### src/rtl/wb_timer_pkg.sv
// Shared constants and types for the Wishbone timer: bus widths, register
// offsets, CTRL/STATUS bit positions and the CTRL register layout.
package wb_timer_pkg;

    localparam int DATA_W     = 32;
    localparam int ADDR_W     = 15;
    localparam int SEL_W      = 12;
    localparam int PRESCALE_W = 16;
    localparam int STATUS_W   = 3;

    localparam logic [2:0] REG_CTRL    = 3'd0;
    localparam logic [2:0] REG_COUNT   = 3'd1;
    localparam logic [2:0] REG_COMPARE = 3'd2;
    localparam logic [2:0] REG_STATUS  = 3'd3;
    localparam logic [2:0] REG_CAPTURE = 3'd4;

    localparam int CTRL_EN         = 0;
    localparam int CTRL_AUTORELOAD = 1;
    localparam int CTRL_IE         = 2;
    localparam int CTRL_PRESCALE   = 16;

    localparam int ST_MATCH = 0;
    localparam int ST_OVF   = 1;
    localparam int ST_CAP   = 2;

    typedef struct packed {
        logic [PRESCALE_W-1:0] prescale;
        logic                  ie;
        logic                  autoreload;
        logic                  en;
    } ctrl_t;

    // Bits [15:3] have no storage and always read back as zero.
    function automatic logic [DATA_W-1:0] ctrl_to_word(input ctrl_t c);
        logic [DATA_W-1:0] w;
        w = '0;
        w[CTRL_EN]         = c.en;
        w[CTRL_AUTORELOAD] = c.autoreload;
        w[CTRL_IE]         = c.ie;
        w[CTRL_PRESCALE +: PRESCALE_W] = c.prescale;
        return w;
    endfunction

endpackage

### src/rtl/wb_timer_prescale.sv
// Prescaler: counts 0..prescale and ticks on the cycle the count equals
// prescale; held at zero while disabled or being cleared.
module wb_timer_prescale
    import wb_timer_pkg::*;
(
    input  logic                  clk,
    input  logic                  arst,
    input  logic [PRESCALE_W-1:0] prescale,
    input  logic                  enable,
    input  logic                  clear,
    output logic                  tick
);

    logic [PRESCALE_W-1:0] cnt_p1;

    assign tick = enable && (cnt_p1 == prescale);

    // prescale only changes through a CTRL write, which also clears the count,
    // so cnt_p1 can never be left above a newly lowered prescale.
    always_ff @(posedge clk or posedge arst) begin
        if (arst) begin
            cnt_p1 <= '0;
        end else if (clear || !enable || tick) begin
            cnt_p1 <= '0;
        end else begin
            cnt_p1 <= cnt_p1 + 1'b1;
        end
    end

endmodule

### src/rtl/wb_timer.sv
// Wishbone timer/counter with prescaler, compare match with optional
// auto-reload, overflow flag, input capture and a level interrupt.
module wb_timer
    import wb_timer_pkg::*;
#(
    parameter logic [SEL_W-1:0] BASE = '0
)
(
    input  logic              clk,
    input  logic              arst,
    input  logic [ADDR_W-1:0] adr_i,
    input  logic [DATA_W-1:0] dat_i,
    input  logic              we_i,
    input  logic              stb_i,
    output logic [DATA_W-1:0] dat_o,
    output logic              ack_o,
    input  logic              cap_i,
    output logic              irq
);

    ctrl_t                 ctrl;
    logic [DATA_W-1:0]     count;
    logic [DATA_W-1:0]     compare;
    logic [DATA_W-1:0]     capture;
    logic [STATUS_W-1:0]   status;
    logic                  cap_i_p1;

    logic                  sel;
    logic [2:0]            off;
    logic                  acc;
    logic                  wr;
    logic                  wr_ctrl;
    logic                  wr_count;
    logic                  wr_compare;
    logic                  wr_status;
    logic                  tick;
    logic                  hit;
    logic                  wrap;
    logic                  cap_evt;
    logic [STATUS_W-1:0]   status_set;
    logic [STATUS_W-1:0]   status_clr;
    logic [DATA_W-1:0]     count_nxt;
    logic [DATA_W-1:0]     rdata;

    assign sel = (adr_i[ADDR_W-1:3] == BASE);
    assign off = adr_i[2:0];

    // An access is taken on the cycle ack_o rises; a held strobe re-arms after it.
    assign acc        = stb_i & ~ack_o;
    assign wr         = acc & we_i & sel;
    assign wr_ctrl    = wr && (off == REG_CTRL);
    assign wr_count   = wr && (off == REG_COUNT);
    assign wr_compare = wr && (off == REG_COMPARE);
    assign wr_status  = wr && (off == REG_STATUS);

    wb_timer_prescale u_prescale (
        .clk      (clk),
        .arst     (arst),
        .prescale (ctrl.prescale),
        .enable   (ctrl.en),
        .clear    (wr_ctrl),
        .tick     (tick)
    );

    assign hit     = tick && (count == compare);
    assign wrap    = tick && !hit && (&count);
    assign cap_evt = cap_i & ~cap_i_p1;

    always_comb begin
        status_set           = '0;
        status_set[ST_MATCH] = hit;
        status_set[ST_OVF]   = wrap;
        status_set[ST_CAP]   = cap_evt;
        status_clr           = wr_status ? dat_i[STATUS_W-1:0] : '0;
    end

    // A bus write to COUNT takes priority over the tick update.
    always_comb begin
        count_nxt = count;
        if (wr_count) begin
            count_nxt = dat_i;
        end else if (hit) begin
            count_nxt = ctrl.autoreload ? '0 : count + 32'd1;
        end else if (tick) begin
            count_nxt = count + 32'd1;
        end
    end

    always_comb begin
        rdata = '0;
        case (off)
            REG_CTRL:    rdata = ctrl_to_word(ctrl);
            REG_COUNT:   rdata = count;
            REG_COMPARE: rdata = compare;
            REG_STATUS:  rdata = {{(DATA_W-STATUS_W){1'b0}}, status};
            REG_CAPTURE: rdata = capture;
            default:     rdata = '0;
        endcase
    end

    always_ff @(posedge clk or posedge arst) begin
        if (arst) begin
            ack_o    <= 1'b0;
            dat_o    <= '0;
            ctrl     <= '0;
            count    <= '0;
            compare  <= '0;
            capture  <= '0;
            status   <= '0;
            cap_i_p1 <= 1'b0;
            irq      <= 1'b0;
        end else begin
            ack_o <= acc;
            if (acc) begin
                dat_o <= sel ? rdata : '0;
            end
            if (wr_ctrl) begin
                ctrl.prescale   <= dat_i[CTRL_PRESCALE +: PRESCALE_W];
                ctrl.ie         <= dat_i[CTRL_IE];
                ctrl.autoreload <= dat_i[CTRL_AUTORELOAD];
                ctrl.en         <= dat_i[CTRL_EN];
            end
            if (wr_compare) begin
                compare <= dat_i;
            end
            count <= count_nxt;
            // Set beats a same-cycle write-1-to-clear.
            status <= (status & ~status_clr) | status_set;
            if (cap_evt) begin
                capture <= count;
            end
            cap_i_p1 <= cap_i;
            irq      <= ctrl.ie & (|status);
        end
    end

endmodule

### config.mk
export PLATFORM = sky130hd
export DESIGN_NAME = wb_timer
export DESIGN_NICKNAME = d
export VERILOG_FILES = /design/src/rtl/wb_timer_pkg.sv /design/src/rtl/wb_timer_prescale.sv /design/src/rtl/wb_timer.sv
export SDC_FILE = /design/constraint.sdc
export NUM_CORES = 1
export LEC_CHECK = 0
export BUFFER_PORTS_ARGS = -buffer_cell sky130_fd_sc_hd__clkbuf_2
export CAP_MARGIN = 5
export CORE_UTILIZATION = 55
export DETAILED_ROUTE_END_ITERATION = 8
export PLACE_DENSITY = 0.84
export REMOVE_ABC_BUFFERS = 1
export SETUP_SLACK_MARGIN = 0.5
export SYNTH_ARGS = -nofsm -noshare
export SYNTH_HDL_FRONTEND = slang
export SYNTH_SLANG_ARGS = --single-unit
### constraint.sdc
create_clock -name clk -period 7.2 [get_ports clk]
set_clock_uncertainty 0.2 [all_clocks]
set_input_delay 1.8 -clock clk [delete_from_list [all_inputs] [get_ports clk]]
set_output_delay 1.8 -clock clk [all_outputs]
set_load 0.1 [all_outputs]
### Word-level counts from Yosys, hierarchy flattened

Index checks and enable logic that the tools add are counted.

* register bits: 169
* bits of input ports: 52
* output and inout port bits: 34
* logic and storage cells: 56

* add/subtract/negate cells: 2
* equality and inequality tests: 6
* muxes and demuxes: 8
* bitwise gates (word level): 10
* reductions and logical operators: 17

Operators with widths (count)
* $mux 32: 5
* $pmux 32 s5: 1
* $add 32x1->32 const B: 1
* $eq 32x32->1: 1
* $reduce_and 32->1: 1
* $add 16x1->16 const B: 1
* $eq 16x16->1: 1
* $mux 16: 1
* $logic_not 12->1: 1
* $logic_and 1x1->1: 8
* $eq 3x2->1 const B: 2
* $and 1x1->1: 5
* $and 3x3->3: 1
* $eq 3x1->1 const B: 1
* $eq 3x3->1 const B: 1
* $logic_not 3->1: 1
* $mux 3: 1
* $not 3->3: 1
* $or 3x3->3: 1
* $reduce_bool 3->1: 1
* $reduce_or 3->1: 1
* $logic_not 1->1: 2
* $logic_or 1x1->1: 2
* $not 1->1: 2

### Longest topological paths before layout

Gate-level depths: netlist (run 1).

* depth after elaboration: 9
* mapped depth: 10
* mapped depth without buffers: 7

### Cells and area by module

A second synthesis (run 1) with hierarchy kept.

* cell total of the unflattened synthesis: 843
* area total of the unflattened synthesis: 8682.1 µm²

By module, submodules not included
* wb_timer: instances 1, cells each 744, area an instance 7738.7 µm², seq. area each 3828.7 µm²
* wb_timer_prescale: instances 1, cells each 99, area an instance 943.4 µm², seq. area each 400.4 µm²

### Least setup slack after synthesis (run 1)

OpenSTA, ideal clock, no wires.

* path kind: in2reg
* start: input port adr_i[0]
* end: register count[0]
* library setup time: 0.136 ns
* arrival time: 3.650 ns
* data required time: 6.864 ns
* setup slack: 3.213 ns
* stages on the path: 9
* buffers on the path: 5
* cell sequence: buf_2 -> nor2b_1 -> buf_2 -> nor2b_1 -> buf_2 -> nor3b_1 -> clkbuf_1 -> clkbuf_1 -> o21ai_0

* longest elaborated chain between the ends: 3
* elaborated cells between the ends (all ways): 4
* those cells by class: eq/ne (1); mux (1); reduce/logical (2)

Ends and longest elaborated chain
* start: declaration: RTL line wb_timer.sv:11 `input logic [ADDR_W-1:0] adr_i,`
* $eq 3x1->1 *: RTL line wb_timer.sv:52 `assign wr_count = wr && (off == REG_COUNT);`
* $logic_and 1x1->1 *: RTL line wb_timer.sv:52
* $reduce_bool 3->1 (no line) / $mux 32 (equally long branches)
* end signal: assignment: RTL line wb_timer.sv:126 `count <= count_nxt;`
* end: declaration: RTL line wb_timer.sv:22 `logic [DATA_W-1:0] count;`

Mark *: on every way between the ends. The rest lies on a longest branch, timed or not.
A chain may end at the register's enable or synchronous reset.

### Worst setup path after layout (run 1)

* start: input port stb_i
* end: register compare[28]

* longest elaborated chain between the ends: 4

Ends and longest elaborated chain
* start: declaration: RTL line wb_timer.sv:14 `input logic stb_i,`
* $and 1x1->1: RTL line wb_timer.sv:49 `assign acc = stb_i & ~ack_o;`
* via acc: RTL line wb_timer.sv:30 `logic acc;`
* $and 1x1->1 (2 in a row): RTL line wb_timer.sv:50 `assign wr = acc & we_i & sel;`
* $logic_and 1x1->1: RTL line wb_timer.sv:53 `assign wr_compare = wr && (off == REG_COMPARE);`
* end signal: assignment: RTL line wb_timer.sv:124 `compare <= dat_i;`
* end: declaration: RTL line wb_timer.sv:23 `logic [DATA_W-1:0] compare;`

The timed path passes the listed nets, and every way through them passes these cells.

==> impl_results.md, run 1 <==
* GRT Total Usage at between 20% and 30%
* Layout cells sized above 1 at 24.1%
* Residual DRC at 0
* Register area share after synthesis at between 40% and 50%
* Worst-path clk slew at about 0.060 ns
* Yosys top cell area share at roughly half
* Full die area at 16400 µm²
* Wire per inst at between 20 and 25 µm
* Post-CTS Resized at 0
* CTS buffer count at 17
* Synthesized area at 8730 µm²
* First-pass GRT wire length at roughly 37000 µm
* RSZ-0062 raised after global routing: false
* Synth top area cells: dfrtp_1 (48%), mux2_2 (10%), xnor2_1 (4.0%)
* Slew @ Worst Pin at approximately 1.1 ns
* Setup crit end kind: register
* Clock period minus final worst setup slack at ~3.9 ns
* First-pass DRT Iterations at 8
* Worst skew pair latency at around 0.45 ns
* Most frequent cells in the layout: dfrtp_1 (169), clkbuf_2 (85), nand2_1 (81), mux2_2 (80), o21ai_0 (60)
* GR Overflow Total at 0
* DP HPWL at 14900 µm
* Final number of hold-violating endpoints at 0
* Max Slew Vio Count at 0
* Peak supply drop at 0.176 mV
* ANT cells at 0
* Clk buf depth at 2
* Number of synthesized flops with an enable pin at 0
* Detail Route Antenna Nets at 0
* Row cnt at 45
* Initial Util at between 50% and 60%
* Nets at 966
* Gpl congestion at ~0.89
* Critical path class: input port to register
* Routed WL at about 23000 µm
* Data arrival time of the worst path at roughly 4 ns
* Largest stage delay, worst path at between 0.4 and 0.5 ns
* Fillers at ~1200
* Die height at approximately 130 µm
* Worst rel slew slack at between 20% and 30%
* Area leader, netlist: dfrtp_1
* Async SR Flop Fraction at 100%
* Via count at between 7000 and 8000
* CP max FO at 33
* Cell Pwr Density at between 200 and 250 nW/µm²
* Yosys warns at 0
* Die X at between 100 and 150 µm
* Fmax at between 200 and 300 MHz
* Iter 0 DRT Violations at about 830
* PortBufs at 85
* Layout area overhead at 12.9%
* Number of global-route vias before repair at roughly 7000
* Run status: finished clean
* Worst hold path class: register to register
* Slowest CP cell: nand2_1
* Setup repair bufs after CTS at 0
* Finish-stage setup viols at 0
* Ys flop type: dfrtp_1
* Initial antenna violation count at 0
* CP startpoint kind: input port
* Core area at ~15000 µm²
* Mapped Cells at between 800 and 900
* Vias/cell at roughly 6.4
* Max-cap check violation count at 0
* Most used cell, CP: buf_4
* CTS Sinks at between 150 and 200
* Pin count of the biggest net entering global routing at roughly 110
* Commonest non-fill, non-tap cell in the layout: dfrtp_1
* CTS tree: built
* IO Pins at 86
* Root buf cell: clkbuf_16
* Setup TNS at 0 ns
* Post-synth cell types at 57
* Total power at 2.01 mW
* Seq cells post-synth at approximately 170
* Mean post-synth cell area at approximately 10 µm²
* Hold_ws at 0.276 ns
* Leak pwr at between 4 and 5 nW
* H-tree Lvls at 4
* CP required at approximately 7.3 ns
* Crit share post-route at between 50 and 60%
* CTS Hold Bufs at 0
* Cell Chain, Critical Path: clkbuf_2 > nand2b_1 > buf_4 > inv_1 > nand4_1 > nor2_1 > nand2_1 > buf_4 > mux2_2
-- flip-flops by register name (all words and copies together), names as in the netlist --
register / cells
capture: 32
compare: 32
count: 32
dat_o: 32
ctrl: 19
u_prescale.cnt_p1: 16
status: 3
ack_o: 1
cap_i_p1: 1
irq: 1
-- cells by family after synthesis --
kind of cell,count (synthesis),share of synthesized area (%)
AO/OA/AOI/OAI,207,15.7
adder cells (fa/ha/maj),2,0.287
flip-flops,169,48.4
buffers and inverters,84,4.07
XOR/XNOR,63,6.32
multiplexers,81,10.4
AND/OR/NAND/NOR,261,14.8
-- final timing paths --
| check | to | cells after the start | startpoint | slack, ns |
|---|---|---|---|---|
| max | compare[28] | 9 | stb_i | 3.34 |
| min | dat_o[2] | 2 | dat_o[2] | 0.28 |
| max reg2reg | u_prescale.cnt_p1[14] | 6 | u_prescale.cnt_p1[8] | 3.63 |
| min reg2reg | dat_o[2] | 2 | dat_o[2] | 0.28 |
| max in group asynchronous | capture[25] | 3 | arst | 4.03 |
| min in group asynchronous | ctrl[15] | 2 | arst | 1.32 |
-- Yosys cell counts (9+ instances only) --
library cell	count
a21oi_1	41
a221oi_1	18
a22o_1	16
a22oi_1	23
a31oi_1	14
a32oi_1	14
and3_1	9
and4_1	10
clkbuf_1	57
dfrtp_1	169
inv_1	10
mux2_2	80
nand2_1	81
nand3_1	21
nand4_1	18
nor2_1	58
nor3_1	20
o21ai_0	60
xnor2_1	40
xor2_1	23
-- where the power goes --
part	internal (mW)	leakage [nW]	switching [mW]
logic	0.0278	1.84	0.0647
registers	0.952	2.12	0.00181
clock network	0.566	0.288	0.396
-- critical path, delay by kind of cell --
| family | cells | cell delay, ns |
|---|---|---|
| simple gates | 4 | 0.80 |
| mux | 1 | 0.39 |
| buf+inv | 4 | 0.98 |
-- metrics by stage --
stage / setup WS, ns / utilization (%) / cells / cell area [µm²]
finish: 3.34 / 64.1 / 1136 / 9860
global route: 3.12 / 64.1 / 1136 / 9860
CTS: 3.35 / 64.1 / 1136 / 9860
detailed placement: 2.90 / 60.1 / 1104 / 9240
global placement: 2.97 / 60.1 / 1104 / 9240
floorplan: 0.625 / - / 793 / 8410
-- final cells by class --
| cell class | count | area (µm²) | area share (%) |
|---|---|---|---|
| clock buffers | 19 | 453 | 4.60 |
| clock inverters | 13 | 168 | 1.70 |
| inverters | 10 | 42.5 | 0.432 |
| multi-input cells | 614 | 4160 | 42.2 |
| flip-flops and latches | 169 | 4230 | 42.9 |
| well taps | 211 | 264 | 2.68 |
| repair buffers | 100 | 538 | 5.46 |
-- metal layers --
layer | up-vias | global-route usage (%) | wire length (µm)
met3 | 67 | 6.14 | 1730
met1 | 3550 | 39.1 | 9480
met4 | 0 | 12.1 | 682
met5 | - | 0 | 0
li1 | 3249 | - | -
met2 | 365 | 47.6 | 10900
No activity file was read; power rests on OpenSTA's default activity.
==> inputs of run 2 (changes only) <==
==> constraint.sdc (replaced) <==
create_clock -name clk -period 3.7 [get_ports clk]
set_clock_uncertainty 0.2 [all_clocks]
set_input_delay 0.925 -clock clk [delete_from_list [all_inputs] [get_ports clk]]
set_output_delay 0.925 -clock clk [all_outputs]
set_load 0.1 [all_outputs]
==> run 2 against run 1 <==
  * Worst setup slack lost 2.7 ns
  * First-iteration DRC count shrank 13%
  * Cell count grew 0.79%
  * Via count grew 0.65%
  * Design area grew 0.24%
  * Critical path type is now register to register
  * Largest power group is now sequential cells
==> impl_results.md, run 2 (synthesis results as in run 1) <==
* Run status: finished clean (unchanged)
* Clk buf depth at 2 (unchanged)
* Cells on worst reg2reg path at 7 (was 6)
* ANT cells at 0 (unchanged)
* Worst skew pair latency at 0.44 ns (was 0.45 ns)
* First-pass GRT wire length at 37400 µm (was 37000 µm)
* PortBufs at 85 (unchanged)
* Worst hold path class: register to register (unchanged)
* Setup crit end kind: register (unchanged)
* Total power at 3.67 mW (was 2.01 mW)
* DP HPWL at 15800 µm (was 14900 µm)
* Placement Cell Area at 9340 µm² (was 9240 µm²)
* Pin count of the biggest net entering global routing at 71 (was 105)
* Core area at 15400 µm² (unchanged)
* Fillers at 1214 (unchanged)
* Gpl congestion at 0.901 (was 0.891)
* Setup TNS at 0 ns (unchanged)
* Finish-stage setup viols at 0 (unchanged)
* Post-route insts no fill at 1145 (was 1136)
* Worst flop-to-flop path startpoint: u_prescale.cnt_p1[8] (unchanged)
* Layout area overhead at 13.2% (was 12.9%)
* Die X at 128 µm (unchanged)
* Max Slew Vio Count at 0 (unchanged)
* CTS buffer count at 17 (unchanged)
* Met1 Usage GRT at 39.1% (about the same)
* Row cnt at 45 (unchanged)
* Nets at 976 (was 966)
* Cell Pwr Density at 372 nW/µm² (was 204 nW/µm²)
* Worst Setup SP: u_prescale.cnt_p1[8] (was stb_i)
* Final number of hold-violating endpoints at 0 (unchanged)
* Detail Route Antenna Nets at 0 (unchanged)
* Critical path class: register to register (was input port to register)
* CP startpoint kind: register (was input port)
* Worst setup endpoint: count[2] (was compare[28])
* CP required at 3.81 ns (was 7.32 ns)
* Met3 usage at 6.05% (was 6.14%)
* H-tree Lvls at 4 (unchanged)
* Place WS at 0.593 ns (was 2.90 ns)
* Iter 0 DRT Violations at 722 (was 832)
* Die height at 128 µm (unchanged)
* Worst-path clk slew at 0.06 ns (about the same)
* Commonest non-fill, non-tap cell in the layout: dfrtp_1 (unchanged)
* First-pass DRT Iterations at 6 (was 8)
* Final Util at 64.3% (was 64.1%)
* IO Pins at 86 (unchanged)
* Full die area at 16400 µm² (unchanged)
* Hold_ws at 0.274 ns (was 0.276 ns)
* Clock period minus final worst setup slack at 3.04 ns
* GR Overflow Total at 0 (unchanged)
* RSZ-0062 raised after global routing: false (unchanged)
* Placed insts at 1114 (was 1104)
* Met2 usage at 46.8% (was 47.6%)
* CTS Sinks at 169 (unchanged)
* Number of global-route vias before repair at 7018 (was 6944)
* Peak supply drop at 0.335 mV (was 0.176 mV)
* Min setup slack post-route at 0.663 ns (was 3.34 ns)
* Fmax at ~330 MHz
* Worst rel slew slack at 45.2% (was 23.6%)
* Root buf cell: clkbuf_16 (unchanged)
* CTS tree: built (unchanged)
* Initial Util at 56.8% (unchanged)
* Leak pwr at 4.27 nW (was 4.25 nW)
* Slew @ Worst Pin at 0.822 ns (was 1.15 ns)
* Data arrival time of the worst path at 3.14 ns (was 3.98 ns)
* Initial antenna violation count at 0 (unchanged)
* Layout cells sized above 1 at 24.5% (was 24.1%)
* GRT busiest layer: met2 (unchanged)
* Routed WL at 23100 µm (was 22800 µm)
* Via count at 7278 (was 7231)
* Residual DRC at 0 (unchanged)
* Design area at 9880 µm² (was 9860 µm²)
* R2r endpoint: count[2] (was u_prescale.cnt_p1[14])
* Wire per inst at 20.2 µm (was 20.1 µm)
* CP max FO at 10 (was 33)
* GRT Total Usage at 29.8% (was 29.5%)
* Vias/cell at 6.36 (was 6.37)
* Reg2reg setup slack at 0.66 ns (was 3.63 ns)
* Most frequent cells in the layout: dfrtp_1 (169), clkbuf_2 (85), nand2_1 (81), mux2_2 (80), o21ai_0 (60) (unchanged)
* Crit share post-route at ~80%
* Max-cap check violation count at 0 (unchanged)
[run 2: worst max-delay path, stage by stage (launching register included)]
cell and delay (ns):
dfrtp_1 0.43, xor2_1 0.19, or4_1 0.55, or4_4 0.59
or2_1 0.42, buf_4 0.25, a22oi_1 0.18, o21ai_0 0.09
[run 2: layout make-up]
| type | count | area, µm² | share of cell area, % |
|---|---|---|---|
| flip-flops and latches | 169 | 4230 | 42.8 |
| clock inverters | 7 | 45.0 | 0.456 |
| inverters | 10 | 42.5 | 0.431 |
| clock buffers | 24 | 482 | 4.88 |
| well taps | 211 | 264 | 2.67 |
| repair buffers | 110 | 638 | 6.46 |
| multi-input cells | 614 | 4180 | 42.3 |
[run 2: repair_timing]
item,4_1_cts,5_1_grt
buffers inserted,0,0
hold buffers,0,0
setup endpoints to repair,0,9
resized for setup,0,3
[run 2: worst min-delay path by stage]
stage,start,endpoint,slack (ns),depth (start not counted)
floorplan,capture[4],capture[4],0.25,2
global placement,dat_o[13],dat_o[13],0.26,2
detailed placement,dat_o[5],dat_o[5],0.27,2
CTS,dat_o[1],dat_o[1],0.28,2
global route,dat_o[14],dat_o[14],0.31,2
finish,dat_o[2],dat_o[2],0.27,2
[run 2: power breakdown]
| group | switching, mW | internal [mW] |
|---|---|---|
| logic | 0.127 | 0.0582 |
| registers | 0.00375 | 1.85 |
| clock network | 0.728 | 0.903 |
[run 2: routing by layer]
layer / wire, µm / vias to the layer above / share of wire (%)
met3: 1730 / 83 / 7.5
met5: 0 / - / 0
met4: 988 / 0 / 4.3
met2: 10800 / 382 / 47
met1: 9600 / 3544 / 42
li1: - / 3269 / -
==> inputs of run 3 (changes only) <==
--- a/config.mk
+++ b/config.mk
@@ -7,9 +7,9 @@
 export LEC_CHECK = 0
 export BUFFER_PORTS_ARGS = -buffer_cell sky130_fd_sc_hd__clkbuf_2
 export CAP_MARGIN = 5
-export CORE_UTILIZATION = 55
+export CORE_UTILIZATION = 54
 export DETAILED_ROUTE_END_ITERATION = 8
-export PLACE_DENSITY = 0.84
+export PLACE_DENSITY = 0.86
 export REMOVE_ABC_BUFFERS = 1
 export SETUP_SLACK_MARGIN = 0.5
 export SYNTH_ARGS = -nofsm -noshare
==> constraint.sdc (replaced) <==
create_clock -name clk -period 2.6 [get_ports clk]
set_clock_uncertainty 0.2 [all_clocks]
set_input_delay 0.65 -clock clk [delete_from_list [all_inputs] [get_ports clk]]
set_output_delay 0.65 -clock clk [all_outputs]
set_load 0.1 [all_outputs]
==> run 3 against run 2 <==
  * The run now ends with setup timing left
  * Non-clock buffer count increased by 99
  * Via count increased by 9.9%
  * Core utilization increased by 6.2 points
  * Global-route usage increased by 4.1 points
  * Sequential cell count unchanged
  * Critical path type unchanged
==> impl_results.md, run 3 (synthesis results as in run 1) <==
* Number of global-route vias before repair at 8079 (was 7018)
* Most used cell, CP: buf_6
* CTS tree: built (unchanged)
* Routed WL at 27400 µm (was 23100 µm)
* Final number of hold-violating endpoints at 0 (unchanged)
* Cell Chain, Critical Path: xor2_1 > or4_1 > or4_4 > buf_6 > a311oi_4 > buf_4 > buf_6 > nand3b_1 > a31oi_1 (was xor2_1 > or4_1 > or4_4 > or2_1 > buf_4 > a22oi_1 > o21ai_0)
* Core area at 15800 µm² (was 15400 µm²)
* Die X at 129 µm (was 128 µm)
* Residual DRC at 0 (unchanged)
* Setup crit end kind: register (unchanged)
* Slew @ Worst Pin at 0.678 ns (was 0.822 ns)
* Initial Util at 55.2% (was 56.8%)
* CP required at 2.75 ns (was 3.81 ns)
* IO Pins at 86 (unchanged)
* H-tree Lvls at 4 (unchanged)
* CTS buffer count at 17 (unchanged)
* Detail Route Antenna Nets at 0 (unchanged)
* CP max FO at 3 (was 10)
* Leak pwr at 4.96 nW (was 4.27 nW)
* Slowest CP cell: or4_4 (unchanged)
* Nets at 1075 (was 976)
* RSZ-0062 raised after global routing: true (was false)
* Failing checks: setup timing
* Initial antenna violation count at 1 (was 0)
* Pin count of the biggest net entering global routing at 50 (was 71)
* Via count at 8001 (was 7278)
* Hold_ws at 0.0136 ns (was 0.274 ns)
* Peak supply drop at 0.487 mV (was 0.335 mV)
* Max-cap check violation count at 0 (unchanged)
* Clock period minus final worst setup slack at 2.91 ns (was 3.04 ns)
* Row cnt at 46 (was 45)
* Cell Pwr Density at 479 nW/µm² (was 372 nW/µm²)
* Final Util at 70.4% (was 64.3%)
* Data arrival time of the worst path at 3.07 ns (was 3.14 ns)
* Worst rel slew slack at 54.4% (was 45.2%)
* Placed insts at 1192 (was 1114)
* Min setup slack post-route at -0.312 ns (was 0.663 ns)
* Max Slew Vio Count at 0 (unchanged)
* CTS Hold Bufs at 0 (unchanged)
* Register Area at 4230 µm² (about the same)
* Die height at 129 µm (was 128 µm)
* DP HPWL at 17100 µm (was 15800 µm)
* Layout cells sized above 1 at 35.8% (was 24.5%)
* Fillers at 1071 (was 1214)
* Run status: complete, but fails checks (was finished clean)
* First-pass DRT Iterations at 6 (unchanged)
* GRT Total Usage at 34.0% (was 29.8%)
* Worst-path clk slew at 0.07 ns (was 0.06 ns)
* Clk buf depth at 2 (unchanged)
* Critical path class: register to register (unchanged)
* PortBufs at 85 (unchanged)
* Crit share post-route at 112% (was 82.1%)
* Full die area at 16700 µm² (was 16400 µm²)
* Worst skew pair latency at 0.44 ns (about the same)
* Worst hold path class: input port to async pin (was register to register)
* Finish-stage setup viols at 34 (was 0)
* Largest stage delay, worst path at 0.57 ns (was 0.59 ns)
* Post-route insts no fill at 1251 (was 1145)
* Most frequent cells in the layout: dfrtp_1 (167), buf_4 (93), mux2_2 (80), nand2_1 (78), nor2_1 (57) (was dfrtp_1 (169), clkbuf_2 (85), nand2_1 (81), mux2_2 (80), o21ai_0 (60))
* Fmax at 343 MHz (was 329 MHz)
* Total power at 5.34 mW (was 3.67 mW)
* Commonest non-fill, non-tap cell in the layout: dfrtp_1 (unchanged)
* Wire per inst at 21.9 µm (was 20.2 µm)
* GR Overflow Total at 0 (unchanged)
* Multi-input gate area at 4380 µm² (was 4180 µm²)
* Root buf cell: clkbuf_16 (unchanged)
* Iter 0 DRT Violations at 1226 (was 722)
* Gpl congestion at 0.920 (was 0.901)
* Layout area overhead at 27.7% (was 13.2%)
* CP startpoint kind: register (unchanged)
* Vias/cell at 6.40 (was 6.36)
* CTS Sinks at 169 (unchanged)
* First-pass GRT wire length at 42900 µm (was 37400 µm)
* Setup TNS at -6.59 ns (was 0 ns)
-- run 3: changes by cell type in the layout (fill, tap and decap cells not counted), sizes merged --
cell,previous run,this run
buf,25,134
clkbuf,109,95
clkinv,3,6
clkinvlp,4,3
diode,0,1
inv,10,13
-- run 3: path summary, 6_finish.rpt --
path                          endpoint  startpoint  slack [ns]  cells past startpoint
max                           count[9]     ctrl[5]       -0.31                      9
min                        compare[28]        arst        0.01                      2
max reg2reg                   count[9]     ctrl[5]       -0.31                      9
min reg2reg                   dat_o[1]    dat_o[1]        0.27                      2
max in group asynchronous    dat_o[23]        arst        1.52                      3
min in group clk              cap_i_p1       cap_i        0.14                      1
-- run 3: through the flow --
step / worst slack, ns / area, µm²
2_1_floorplan: -2.83 / 8410
5_1_grt: -0.397 / 11100
6_report: -0.312 / 11100
3_3_place_gp: -0.194 / 9950
3_5_place_dp: -0.262 / 9950
4_1_cts: -0.207 / 11000
-- run 3: final cells by class --
cell class | count | share of cell area, %
multi-input combinational | 614 | 39.3
sequential | 169 | 38.0
timing repair buffer | 209 | 14.9
clock buffer | 20 | 4.19
tap | 216 | 2.42
clock inverter | 12 | 0.830
inverter | 10 | 0.382
antenna | 1 | 0.0224
-- run 3: timing repair --
item / in CTS / in global routing
endpoints found under the hold margin: 0 / 0
cloned: 5 / 0
pin swaps: 26 / 8
gates resized for setup: 85 / 34
buffers inserted: 18 / 3
setup endpoints to repair: 72 / 111
-- run 3: worst max-delay path, delay by kind of cell (launching register included) --
family                 cells  cell delay [ns]
AO/OA/AOI/OAI              2             0.42
XOR/XNOR                   1             0.18
AND/OR/NAND/NOR            3             1.18
buffers and inverters      3             0.44
flip-flops                 1             0.40
-- run 3: power breakdown --
part	switching (mW)	internal, mW
Clock	1.11	1.31
Combinational	0.190	0.0931
Sequential	0.00494	2.64
Total	1.30	4.04
-- run 3: layer usage --
| metal | wire, µm | global-route usage [%] | vias to the layer above |
|---|---|---|---|
| li1 | - | - | 3462 |
| met1 | 10500 | 41.9 | 3895 |
| met2 | 13000 | 54.8 | 488 |
| met3 | 2440 | 7.72 | 156 |
| met4 | 1460 | 20.0 | 0 |
| met5 | 0 | 1.18 | - |
